**src/rtl/shift_seq_pkg.sv**
```systemverilog
// rtl/shift_seq_pkg.sv - shared types and constants for the shift register sequencer
package shift_seq_pkg;

    typedef enum logic [1:0] {
        IDLE  = 2'd0,
        SHIFT = 2'd1,
        RESP  = 2'd2
    } state_t;

    localparam logic DIR_LEFT  = 1'b0;
    localparam logic DIR_RIGHT = 1'b1;

    localparam int SHIFT_W = 8;

endpackage

```
**src/rtl/shift_seq_cnt.sv**
```systemverilog
// rtl/shift_seq_cnt.sv - loadable down-counter tracking remaining shifts
module shift_seq_cnt #(
    parameter int CNT_W = 4
) (
    input  logic             clk,
    input  logic             rst,
    input  logic             load,
    input  logic [CNT_W-1:0] load_val,
    input  logic             dec,
    output logic             zero,
    output logic             last
);

    logic [CNT_W-1:0] count;

    // load wins over decrement; never wraps below zero
    always_ff @(posedge clk) begin
        if (rst) begin
            count <= '0;
        end else if (load) begin
            count <= load_val;
        end else if (dec && (count != '0)) begin
            count <= count - CNT_W'(1);
        end
    end

    assign zero = (count == '0);
    assign last = (count == CNT_W'(1));

endmodule

```
**src/rtl/shift_seq_ctrl.sv**
```systemverilog
// rtl/shift_seq_ctrl.sv - command-driven sequencer for the serial shift register (optional SHIFT_SEQ_HOLD_EN)
module shift_seq_ctrl
    import shift_seq_pkg::*;
#(
    parameter int WIDTH = SHIFT_W,
    localparam int CNT_W = $clog2(WIDTH + 1)
) (
    input  logic             clk,
    input  logic             rst,
`ifdef SHIFT_SEQ_HOLD_EN
    input  logic             hold,
`endif
    input  logic             cmd_valid,
    output logic             cmd_ready,
    input  logic             cmd_dir,
    input  logic [CNT_W-1:0] cmd_len,
    input  logic [WIDTH-1:0] cmd_data,
    output logic             sr_en,
    output logic             sr_lr,
    output logic             sr_si,
    input  logic             sr_sol,
    input  logic             sr_sor,
    output logic             rsp_valid,
    input  logic             rsp_ready,
    output logic [WIDTH-1:0] rsp_data,
    output logic             busy
);

    state_t           state;
    state_t           state_n;
    logic [WIDTH-1:0] tx;
    logic [WIDTH-1:0] rx;
    logic             dir;
    logic             stall;
    logic             accept;
    logic             shift_go;
    logic [CNT_W-1:0] len_clamped;
    logic             cnt_zero;
    logic             cnt_last;

`ifdef SHIFT_SEQ_HOLD_EN
    assign stall = hold;
`else
    assign stall = 1'b0;
`endif

    // oversized lengths saturate at the register width
    assign len_clamped = (cmd_len > CNT_W'(WIDTH)) ? CNT_W'(WIDTH) : cmd_len;

    shift_seq_cnt #(
        .CNT_W (CNT_W)
    ) u_cnt (
        .clk      (clk),
        .rst      (rst),
        .load     (accept),
        .load_val (len_clamped),
        .dec      (shift_go),
        .zero     (cnt_zero),
        .last     (cnt_last)
    );

    // state register
    always_ff @(posedge clk) begin
        if (rst) begin
            state <= IDLE;
        end else begin
            state <= state_n;
        end
    end

    // next state and all handshake/datapath outputs; datapath pins idle low outside SHIFT
    always_comb begin
        state_n   = state;
        cmd_ready = 1'b0;
        busy      = 1'b1;
        sr_en     = 1'b0;
        sr_lr     = 1'b0;
        sr_si     = 1'b0;
        rsp_valid = 1'b0;
        rsp_data  = '0;
        accept    = 1'b0;
        shift_go  = 1'b0;
        case (state)
            IDLE: begin
                cmd_ready = 1'b1;
                busy      = 1'b0;
                accept    = cmd_valid;
                if (cmd_valid) begin
                    state_n = (len_clamped == '0) ? RESP : SHIFT;
                end
            end
            SHIFT: begin
                sr_lr    = dir;
                sr_si    = (dir == DIR_RIGHT) ? tx[0] : tx[WIDTH-1];
                // zero count here is unreachable; guard keeps a stray pulse off the datapath
                shift_go = !stall && !cnt_zero;
                sr_en    = shift_go;
                if (cnt_zero || (shift_go && cnt_last)) begin
                    state_n = RESP;
                end
            end
            RESP: begin
                rsp_valid = 1'b1;
                rsp_data  = rx;
                if (rsp_ready) begin
                    state_n = IDLE;
                end
            end
            default: begin
                state_n = IDLE;
            end
        endcase
    end

    // shift word out and capture pre-shift serial-out bits on the same edge the datapath moves
    always_ff @(posedge clk) begin
        if (rst) begin
            tx  <= '0;
            rx  <= '0;
            dir <= DIR_LEFT;
        end else if (accept) begin
            tx  <= cmd_data;
            rx  <= '0;
            dir <= cmd_dir;
        end else if (shift_go) begin
            if (dir == DIR_RIGHT) begin
                tx <= tx >> 1;
                rx <= {sr_sor, rx[WIDTH-1:1]};
            end else begin
                tx <= tx << 1;
                rx <= {rx[WIDTH-2:0], sr_sol};
            end
        end
    end

endmodule

```
**config.mk**
```make
export PLATFORM = sky130hd
export DESIGN_NAME = shift_seq_ctrl
export DESIGN_NICKNAME = d
export VERILOG_FILES = /design/src/rtl/shift_seq_pkg.sv /design/src/rtl/shift_seq_cnt.sv /design/src/rtl/shift_seq_ctrl.sv
export SDC_FILE = /design/constraint.sdc
export NUM_CORES = 1
export LEC_CHECK = 0
export BUFFER_PORTS_ARGS = -buffer_cell sky130_fd_sc_hd__buf_4
export CORE_MARGIN = 4
export CORE_UTILIZATION = 52
export CTS_CLUSTER_SIZE = 40
export DETAILED_ROUTE_END_ITERATION = 10
export PLACE_DENSITY_LB_ADDON = 0.08
export SYNTH_ARGS = -nofsm -noshare
export SYNTH_HDL_FRONTEND = slang
export SYNTH_SLANG_ARGS = --single-unit
```
**constraint.sdc**
```tcl
create_clock -name clk -period 2.06 [get_ports clk]
set_input_delay 0.309 -clock clk [delete_from_list [all_inputs] [get_ports clk]]
set_output_delay 0.309 -clock clk [all_outputs]
set_load 0.05 [all_outputs]
```
After elaboration in Yosys (flattened, before gate mapping):

Index checks and enable logic that the tools add are counted.

* output and inout bits: 14
* logic and storage cells: 46
* register bits: 23
* input bits: 19

* equality and inequality tests: 6
* add/subtract/negate cells: 1
* reductions and logical operators: 12
* magnitude comparators: 1
* multiplexer cells: 21

Operators with widths (count)
* 2-to-1 mux 8 bit: 5
* 2-to-1 mux 4 bit: 3
* zero test 4 bit: 2
* 2-to-1 mux 1 bit: 8
* 2-to-1 mux 2 bit: 4
* inequality test 2 bit, second input constant: 3
* case mux 2 bit (3 select lines): 1
* == test 4 x 1 -> 1 bit, second input constant: 1
* greater-than comparator 4 bit, second input constant: 1
* nonzero test 2 bit: 2
* nonzero test 4 bit: 1
* subtractor 4 x 1 -> 4 bit, second input constant: 1
* AND reduction 3 bit: 1
* == test 2 x 1 -> 1 bit, second input constant: 1
* == test 2 bit, second input constant: 1
* logical AND 1 bit: 2
* zero test 2 bit: 1
* OR reduction 2 bit: 1
* zero test 1 bit: 1
* logical OR 1 bit: 1

Depth between registers and ports, before layout:

* depth in word-level cells: 6
* gate-level depth with buffers: 8
* depth with buffers taken out: 7

Hierarchy:

A second synthesis with hierarchy kept.

* cell total of the unflattened synthesis: 151
* area, all modules: 1350.0 µm²

By module, submodules not included
* shift_seq_ctrl: cells an instance 120, seq. area each 380.4 µm², area each 1067.3 µm², times used 1
* shift_seq_cnt: cells an instance 31, seq. area each 80.1 µm², area each 282.8 µm², times used 1

Worst setup path before layout:

No wires, ideal clock.

* path kind: register to register
* start: register state[0]
* end: register tx[4]
* path slack: 84 ps
* setup time: 140 ps
* stages on the path, launching flop included: 6
* arrival: 1836 ps
* clock period less this slack: 1976 ps
* required time: 1920 ps
* buffers on the path: 1
* path through: dfxtp_1 -> nor2_1 -> nand2_1 -> buf_2 -> nand4_1 -> o311ai_0

* longest elaborated chain between the ends: 3
* elaborated cells on any way between the ends: 6
* classes of those cells: 1 x eq/ne; 3 x mux; 2 x reduce/logical

Ends and longest elaborated chain
* from (decl): line shift_seq_ctrl.sv:29 `state_t state;`
* from (signal assigned): line shift_seq_ctrl.sv:67 `state <= state_n;`
* == test 2 x 1 -> 1 bit or zero test 2 bit (tied branches): line shift_seq_ctrl.sv:83 `case (state)`
* 2-to-1 mux 1 bit: line shift_seq_ctrl.sv:83
* nonzero test 2 bit (no line) or 2-to-1 mux 8 bit (tied branches)
* to (signal assigned): line shift_seq_ctrl.sv:122 `tx <= cmd_data;`
* to (signal assigned): line shift_seq_ctrl.sv:127 `tx <= tx >> 1;`
* to (signal assigned): line shift_seq_ctrl.sv:130 `tx <= tx << 1;`
* to (decl): line shift_seq_ctrl.sv:31 `logic [WIDTH-1:0] tx;`

Several ways; a longest one is shown, not always the timed one.
A chain may end at the register's enable or synchronous reset.

Worst setup path after layout:

* start: register u_cnt.count[1]
* end: output sr_en

* longest elaborated chain between the ends: 3

Ends and longest elaborated chain
* from (decl): line shift_seq_cnt.sv:14 `logic [CNT_W-1:0] count;`
* from (signal assigned): line shift_seq_cnt.sv:21 `count <= load_val;`
* from (signal assigned): line shift_seq_cnt.sv:23 `count <= count - CNT_W'(1);`
* zero test 4 bit: line shift_seq_cnt.sv:27 `assign zero = (count == '0);`
* zero test 1 bit: line shift_seq_ctrl.sv:96 `shift_go = !stall && !cnt_zero;`
* 2-to-1 mux 1 bit: line shift_seq_ctrl.sv:83
* to (decl): line shift_seq_ctrl.sv:18 `output logic sr_en,`

No other way between the ends.

==> flow_summary_export.csv <==
group,metric,value,unit
status,outcome,"finished, final reports clean",
clock_network,cts_max_path_buffers,2,
timing,hold_violations,0,
floorplan,start_util,54.43,%
setup_path,path_class,"reg2out",
grt,overflow,0,
cells_and_area,area_delta_synth_final,21.72,%
timing,rsz0062_at_grt,"no",
grt,grt_first_pass_wirelength,5126,µm
setup_path,crit_fanout,21,
timing,min_period_over_period,96.83,%
floorplan,core,0.002455,mm²
synthesis,synth_simple_gate_area_share,28.46,%
routing,wl_per_cell,14.47,µm
routing,drt-total-wl,3068,µm
synthesis,syn_area,0.001336,mm²
synthesis,synth_top_family_by_area,"simple AND/OR/NAND/NOR gates",
synthesis,synth_seq_area_share,34.46,%
timing,worst_pin_slew,452.7,ps
synthesis,ys_types,36,
cells_and_area,nNetsFinal,204,
pwr,vdd_drop_max,0.0005640,V
cells_and_area,regArea,462.9,µm²
timing,layout_min_cycle_time,1995,ps
synthesis,synth_mux_area_share,11.24,%
grt,grt_usage,19.09,%
floorplan,floorplan.rows,18,
setup_path,start_kind,"flip-flop",
timing,relSlewSlack,69.54,%
routing,num_vias,1231,
pwr,p_total,1.144,mW
synthesis,syn_inst,151,
timing,setup_viol,0,
pwr,leakage,0.6138,nW
routing,route.detailed.drc,0,
cells_and_area,multiInputGateArea,792.0,µm²
setup_path,crit_family,"simple AND/OR/NAND/NOR gates",
clock_network,numCtsBuffers,3,
setup_path,crit_slowest_cell,"or3b_4",
setup_path,required,1750,ps
timing,final_max_slew_viol_count,0,
grt,antenna_found_initial,0,
placement,place.gp.congestion,0.7857,
routing,drt-initial-drc-count,49,
floorplan,fp.dieArea,0.003445,mm²
pwr,cellPowerDensity,703.2,mW/mm²
cells_and_area,fin_util,66.26,%
timing,fin_skew,6.637,ps
clock_network,clk_transition_reported_paths,120,ps
clock_network,cts_tree,"yes",
routing,via_per_inst,5.807,
synthesis,synth-xor-area-share,0,%
synthesis,synthTopCellsByArea,"dfxtp_1 34%, mux2i_1 11%, and2_1 4.7%",
floorplan,die_y,58.69,µm
grt,grt_pass1_vias,1139,
cells_and_area,drive_gt1_share,30.22,%
synthesis,yosys.area.top_type_share,34.46,%
synthesis,synth_seq_cells,23,
clock_network,clock-sinks,23,
synthesis,synth_adder_area_share,1.873,%
floorplan,boundaryPins,33,
timing,max_freq,501.3,MHz
hold_path,hp-class,"in2reg",
placement,port-buffer-count,32,
routing,first_pass_iters,6,
clock_network,insertion_delay,310,ps
setup_path,cp_cell_sequence,"inv_1 > ha_4 > or3b_4 > nand2_8 > inv_4 > buf_6",
timing,timing.setup.tns,0,ps
grt,grt_max_degree,22,
run,maxCapViolations,0,
setup_path,crit_arrival,1690,ps
setup_path,path_buf_inv,3,
clock_network,ctsHtreeMaxLevel,1,
timing,holdWs,217.3,ps
synthesis,syn_area_per_cell,8.850,µm²
synthesis,yosysTopAreaCell,"dfxtp_1",
cells_and_area,fillers,233,
synthesis,syn-num-nets,172,
synthesis,yosysWarnings,0,
floorplan,die_w,58.69,µm
routing,ant_nets,0,
setup_path,crit_path_end_kind,"primary output",
clock_network,cts_root_buffer,"clkbuf_4",
placement,dp_hpwl,2304,µm
cells_and_area,diodes,0,
setup_path,slowest_delay,410,ps
synthesis,synth-compound-area-share,16.57,%
==> where the power goes <==
part | switching (mW) | total, mW | internal (mW)
Clock | 0.139 | 0.212 | 0.0726
Sequential | 0.0450 | 0.537 | 0.492
Combinational | 0.235 | 0.395 | 0.159
Total | 0.420 | 1.14 | 0.724
==> cells by family (layout without fill, tap and decap cells) <==
family | after synthesis | count (layout)
multiplexers | 15 | 15
flip-flops | 23 | 23
adder cells (fa/ha/maj) | 2 | 2
AND/OR/NAND/NOR | 66 | 66
AO/OA/AOI/OAI | 29 | 29
buffers and inverters | 16 | 47
==> metal layers <==
metal | track usage, % | vias to the layer above | share of wire, %
li1 | - | 620 | -
met1 | 24.16 | 583 | 45
met2 | 31.74 | 24 | 50
met3 | 2.193 | 4 | 4.1
met4 | 10.03 | 0 | 1.5
met5 | 0 | - | 0
==> placed cells by master, fill, tap and decap left out, types with 2 or more instances in the layout <==
cell,instances
a211oi_1,8
a21oi_1,8
a31oi_1,2
and2_1,10
buf_4,36
clkbuf_4,3
dfxtp_1,21
dfxtp_2,2
inv_1,4
mux2i_1,15
nand2_1,7
nand2b_1,3
nand3_1,10
nand3b_1,2
nand4_1,7
nor2_1,14
nor2b_1,2
nor3_1,2
o311ai_0,4
o311ai_1,2
==> worst paths after layout <==
path / end / cells after the start / slack [ps] / from
hold reg to reg: tx[0] / 2 / 520 / tx[0]
hold / removal: tx[6] / 3 / 220 / cmd_data[6]
setup / recovery: sr_en / 6 / 70 / u_cnt.count[1]
setup reg to reg: tx[0] / 7 / 330 / u_cnt.count[1]
==> flip-flops by register name, indices dropped and copies added (netlist names) <==
register	cells
u_cnt.count	4
rx	8
state	2
dir	1
tx	8
==> synth_stat cells (all sizes together) <==
library cell	number
dfxtp	23
nor4	1
nand3b	2
nand3	10
ha	2
or3b	1
nand2	9
o311ai	6
nand4	7
and2	10
o221ai	1
mux2i	15
and2b	1
nor3	2
o21ai	1
a311oi	2
or2	1
nor2b	3
a31oi	2
nor2	14
nor4b	1
buf	7
o211ai	1
a211oi	8
nand4b	1
clkbuf	3
inv	6
nand2b	3
a21oi	8
==> worst reg2reg max path, stage by stage (launching register included) <==
cell and delay, ps:
dfxtp_2 350, inv_1 110, ha_4 160, or3b_4 410
nand2_8 80, buf_4 220, nand2_1 90, a311oi_1 240
==> repair_timing <==
action | in CTS | in global routing
pin swaps | 1 | 0
hold buffers | 0 | 0
gates resized for setup | 3 | 4
endpoints found under the setup margin | 1 | 9
buffers inserted | 1 | 0
==> cell type report <==
class	instances	area share [%]
multi-input combinational	112	48.69
sequential	23	28.46
timing repair buffer	37	17.31
tap	30	2.308
inverter	6	1.538
clock buffer	3	1.385
clock inverter	1	0.3077
==> through the flow <==
stage	cells	cell area (µm²)	worst slack (ps)
6_report	212	1627	65.38
5_1_grt	212	1627	3.495
4_1_cts	212	1612	33.63
3_5_place_dp	207	1570	214.2
3_3_place_gp	207	1570	249.6
2_1_floorplan	151	1336	83.64
No activity file was read; power rests on OpenSTA's default activity.
